==> src/rtl/reg_write_arbiter_pkg.sv <==
// Shared definitions for the register-bank write arbiter: FSM state encoding
// and the width helper used to size address and pointer fields.
package reg_write_arbiter_pkg;

    typedef enum logic [1:0] {
        IDLE  = 2'd0,
        WRITE = 2'd1,
        ACK   = 2'd2
    } arb_state_e;

    // Ceiling log2, never below 1 so a field always has at least one bit.
    function automatic int clog2_f(input int value);
        int r;
        r = 0;
        while ((1 << r) < value) r++;
        return (r < 1) ? 1 : r;
    endfunction

endpackage

==> src/rtl/reg_write_arbiter_rr_select.sv <==
// Combinational round-robin picker: first set request bit scanning upward
// from the pointer, wrapping at the top index back to zero.
module reg_write_arbiter_rr_select #(
    parameter int NUM_REQ = 4,
    parameter int PTR_W   = 2
) (
    input  logic [NUM_REQ-1:0] req,
    input  logic [PTR_W-1:0]   rr_ptr,
    output logic [PTR_W-1:0]   winner,
    output logic               valid
);

    always_comb begin
        int idx;
        winner = '0;
        valid  = 1'b0;
        for (int i = 0; i < NUM_REQ; i++) begin
            idx = int'(rr_ptr) + i;
            if (idx >= NUM_REQ) idx = idx - NUM_REQ;
            if (!valid && req[idx]) begin
                valid  = 1'b1;
                winner = PTR_W'(idx);
            end
        end
    end

endmodule

==> src/rtl/reg_write_arbiter.sv <==
// Shares the register-bank write path: picks one pending requester, drives
// its data onto the bus with a one-cycle register enable, then acknowledges.
module reg_write_arbiter
    import reg_write_arbiter_pkg::*;
#(
    parameter  int NUM_REQ  = 4,
    parameter  int NUM_REGS = 4,
    parameter  int WIDTH    = 8,
    localparam int ADDR_W   = clog2_f(NUM_REGS),
    localparam int PTR_W    = clog2_f(NUM_REQ)
) (
    input  logic                      clock,
    input  logic                      reset_n,
    input  logic [NUM_REQ-1:0]        req,
    input  logic [NUM_REQ*ADDR_W-1:0] req_addr,
    input  logic [NUM_REQ*WIDTH-1:0]  req_data,
    output logic [NUM_REQ-1:0]        grant,
    output logic [WIDTH-1:0]          bus_data,
    output logic [NUM_REGS-1:0]       reg_en,
    output logic                      busy
);

    arb_state_e          state_q;
    logic [PTR_W-1:0]    rr_ptr_q;
    logic [PTR_W-1:0]    winner_q;
    logic [NUM_REQ-1:0]  grant_q;
    logic [WIDTH-1:0]    bus_data_q;
    logic [NUM_REGS-1:0] reg_en_q;
    logic                busy_q;

    logic [PTR_W-1:0]    sel_winner;
    logic                sel_valid;
    logic [ADDR_W-1:0]   sel_addr;
    logic [WIDTH-1:0]    sel_data;
    logic [PTR_W-1:0]    rr_ptr_d;

    reg_write_arbiter_rr_select #(
        .NUM_REQ (NUM_REQ),
        .PTR_W   (PTR_W)
    ) u_rr_select (
        .req    (req),
        .rr_ptr (rr_ptr_q),
        .winner (sel_winner),
        .valid  (sel_valid)
    );

    always_comb begin
        sel_addr = req_addr[int'(sel_winner)*ADDR_W +: ADDR_W];
        sel_data = req_data[int'(sel_winner)*WIDTH +: WIDTH];
        rr_ptr_d = (winner_q == PTR_W'(NUM_REQ - 1)) ? '0 : winner_q + 1'b1;
    end

    // Address and data are captured only on the IDLE->WRITE edge; later
    // request changes cannot disturb a transfer already in flight.
    always_ff @(posedge clock or negedge reset_n) begin
        if (!reset_n) begin
            state_q    <= IDLE;
            rr_ptr_q   <= '0;
            winner_q   <= '0;
            grant_q    <= '0;
            bus_data_q <= '0;
            reg_en_q   <= '0;
            busy_q     <= 1'b0;
        end else begin
            case (state_q)
                IDLE: begin
                    grant_q <= '0;
                    if (sel_valid) begin
                        winner_q   <= sel_winner;
                        bus_data_q <= sel_data;
                        reg_en_q   <= NUM_REGS'(1) << sel_addr;
                        busy_q     <= 1'b1;
                        state_q    <= WRITE;
                    end
                end
                WRITE: begin
                    reg_en_q <= '0;
                    grant_q  <= NUM_REQ'(1) << winner_q;
                    state_q  <= ACK;
                end
                ACK: begin
                    grant_q  <= '0;
                    rr_ptr_q <= rr_ptr_d;
                    busy_q   <= 1'b0;
                    state_q  <= IDLE;
                end
                default: begin
                    grant_q  <= '0;
                    reg_en_q <= '0;
                    busy_q   <= 1'b0;
                    state_q  <= IDLE;
                end
            endcase
        end
    end

    assign grant    = grant_q;
    assign bus_data = bus_data_q;
    assign reg_en   = reg_en_q;
    assign busy     = busy_q;

endmodule
==> config.mk <==
export PLATFORM = sky130hd
export DESIGN_NAME = reg_write_arbiter
export DESIGN_NICKNAME = d
export VERILOG_FILES = /design/src/rtl/reg_write_arbiter_pkg.sv /design/src/rtl/reg_write_arbiter_rr_select.sv /design/src/rtl/reg_write_arbiter.sv
export SDC_FILE = /design/constraint.sdc
export NUM_CORES = 1
export LEC_CHECK = 0
export ABC_AREA = 1
export BUFFER_PORTS_ARGS = -buffer_cell sky130_fd_sc_hd__clkbuf_2
export CAP_MARGIN = 20
export CORE_ASPECT_RATIO = 0.8
export CORE_MARGIN = 2
export CORE_UTILIZATION = 44
export CTS_CLUSTER_DIAMETER = 200
export DETAILED_ROUTE_END_ITERATION = 10
export PLACE_DENSITY = 0.8
export SLEW_MARGIN = 20
export SYNTH_ARGS = -nofsm -noshare
export SYNTH_HDL_FRONTEND = slang
export SYNTH_SLANG_ARGS = --single-unit
==> constraint.sdc <==
create_clock -name clock -period 1.6 [get_ports clock]
set_input_delay 0.16 -clock clock [delete_from_list [all_inputs] [get_ports clock]]
set_output_delay 0.16 -clock clock [all_outputs]
set_load 0.01 [all_outputs]
==> out/summary.txt <==
r2r endpoint - reg_en[3]
Wirelength per Cell - 11.5 um
Place WS - -0.274 ns
RSZ-0062 raised after global routing - true
Nets - 379
failing checks - setup timing
PwrDens - 2520 mW/mm2
cell chain of the critical path - buf_12, inv_8, nand2_4, nand3_2, nand2_2, nor2_4, nand3_4, buf_6, nand4_1, nand2_1, nand2_1, nand2_1, nand3_1, nand2_1
Hold Startpoint - req_data[13]
Post-synth EDFFs - 0
Worst path top cell family by delay - simple AND/OR/NAND/NOR gates
final setup TNS - -3.55 ns
Hold Path Stages - 3
min Tclk post-route - 1.88 ns
CTS H-tree depth - 1
CTS tree - built
Lkg Pwr - 1.36 nW
Overflow after GRT - 0
DIE HEIGHT - 58.7 um
WHS - 0.158 ns
Clock transition at path regs - 0.08 ns
count of pins over their slew limit - 0
Post-Synthesis Cells - 247
critical path's slowest cell - dfrtp_1
most area-hungry cell type in the Yosys netlist - dfrtp_1
FMAX - 0.531 GHz
crit-path max cell delay - 0.40 ns
final core occ - 66.2%
initial core utilization - 47.0%
Final Skew - 0.00336 ns
sequential fraction of the synthesis area - 35.0%
final WL - 4.25 mm
first-pass GRT wire length - 7.12 mm
Final WS setup - -0.284 ns
Syn Area/Cell - 6.65 um2
DR iter-0 viols - 61
# DRC - 0
Placeable Area - 0.00349 mm2
hold endpoint - bus_data[5]
Synth area leaders - dfrtp_1, nand2_1, nand3_1
Rel. slew slack - 62.9%
maxcap violations - 0
CP Class - reg2reg
Hold Vio Cnt, Final - 0
Synth top area share - 35.0%
antenna violations before repair - 0
count leader, synth - nand2_1
setup violators final - 16
worst hold path class - in2reg
Worst Path Required - 1.76 ns
crit start category - register
Worst setup EP type - register
reg2reg path depth - 14
VDD IR-drop max - 0.00172 V
worst-margin pin slew - 0.556 ns
Critical Path Fanout Max - 10
#FFs+latches synth - 23
clock sink count - 23
Post-Syn Area - 0.00164 mm2
Placed Instances - 363
layout cells sized above 1 - 39.6%
Net Count, Synth - 297
placed wire-length estimate - 3.27 mm
Yosys warnings - 0
gr usage total - 21.3%
Distinct cells, synth - 21
num rows - 19
port bufs - 62
vias in the first global route - 1668
clk buf depth - 2
Layout area overhead - 40.9%
period utilisation layout - 118%
DRT Pass-1 Iters - 4
die area - 0.00424 mm2
io pins - 63
final cell count without fillers - 370
TritonCTS buffer count - 3
CTS root buf - clkbuf_8
vias per cell - 4.95
post-route ant nets - 0
Clk Latency, worst-skew pair - 0.26 ns
arrival time at the worst endpoint - 2.04 ns
Critical R2R Launch - rr_ptr_q[0]
status - finished, violations left
ys flop type - dfrtp_1
Buffers & Inverters on Critical Path - 3
die outline width - 72.3 um
Post-DP Area - 0.00217 mm2
largest net degree at the start of global routing - 24
ANT cells - 0
gpl congestion - 0.912
reg2reg setup slack - -0.28 ns
fraction of registers with async set/reset - 100%
design area - 0.00231 mm2
Final Power - 5.84 mW
top post-synthesis cells by count - nand2_1, inv_1, nand3_1
Vias - 1830
critical path's most frequent cell - nand2_1
[logic make-up after synthesis]
group           after synthesis  share of synthesized area (%)
flops                        23                           35.0
simple gates                161                           44.5
fa+ha+maj                     4                           3.05
compound gates               16                           6.09
buf+inv                      43                           11.3
[worst register-to-register path, stage by stage (launching register included)]
cell     delay, ns
dfrtp_1       0.40
buf_12        0.15
inv_8         0.08
nand2_4       0.05
nand3_2       0.09
nand2_2       0.09
nor2_4        0.18
nand3_4       0.14
buf_6         0.16
nand4_1       0.10
nand2_1       0.07
nand2_1       0.05
nand2_1       0.08
nand3_1       0.09
nand2_1       0.06
[flip-flops by register name, summed over array words and instances, names as in the netlist]
name      flops
busy          1
bus_data      8
reg_en        4
winner_q      2
state_q       2
rr_ptr_q      2
grant         4
[per-layer routing]
layer	share of wire [%]	global-route usage (%)	wire length, um	vias to the layer above
met2	49	37.0	2080	52
li1	-	-	-	941
met5	0	0	0	-
met3	3.9	1.88	165	6
met4	1.6	8.09	69	0
met1	45	27.8	1930	831
[worst max path at each step]
stage | from | end | slack, ns | cells after the start
after floorplan | rr_ptr_q[0] | reg_en[0] | -0.07 | 14
after global placement | rr_ptr_q[0] | bus_data[0] | -0.24 | 13
after detailed placement | rr_ptr_q[0] | bus_data[5] | -0.27 | 13
after CTS | rr_ptr_q[0] | reg_en[2] | -0.24 | 15
after global routing | rr_ptr_q[0] | reg_en[3] | -0.40 | 14
final | rr_ptr_q[0] | reg_en[3] | -0.28 | 14
[cell usage in the layout, fill, tap and decap left out, drive strengths merged]
master,Yosys,routed
nand2,109,109
clkbuf,0,66
inv,37,37
nand3,33,34
dfrtp,23,23
buf,6,19
nor2,11,11
o211ai,8,8
o21ai,7,7
nand4,6,6
ha,4,4
or2,2,2
a21oi,1,1
dlygate4sd3,0,1
[power by group]
part,switching (mW),internal [mW]
Sequential,0.151,0.843
Clock,0.176,0.178
Combinational,2.71,1.79
[final cells by class]
class | count | area [um2]
Fill cell | 298 | 1180
Timing Repair Buffer | 82 | 499
Inverter | 37 | 149
Sequential cell | 23 | 577
Multi-Input combinational cell | 182 | 992
Tap cell | 42 | 52.6
Clock buffer | 4 | 45.0
[timing repair]
item	4_1_cts	5_1_grt
gates resized for setup	15	7
buffers inserted	1	0
gates cloned	1	0
pin swaps	8	5
hold buffers	1	0
setup endpoints to repair	16	16
hold endpoints to repair	23	0
No activity file was read; power rests on OpenSTA's default activity.
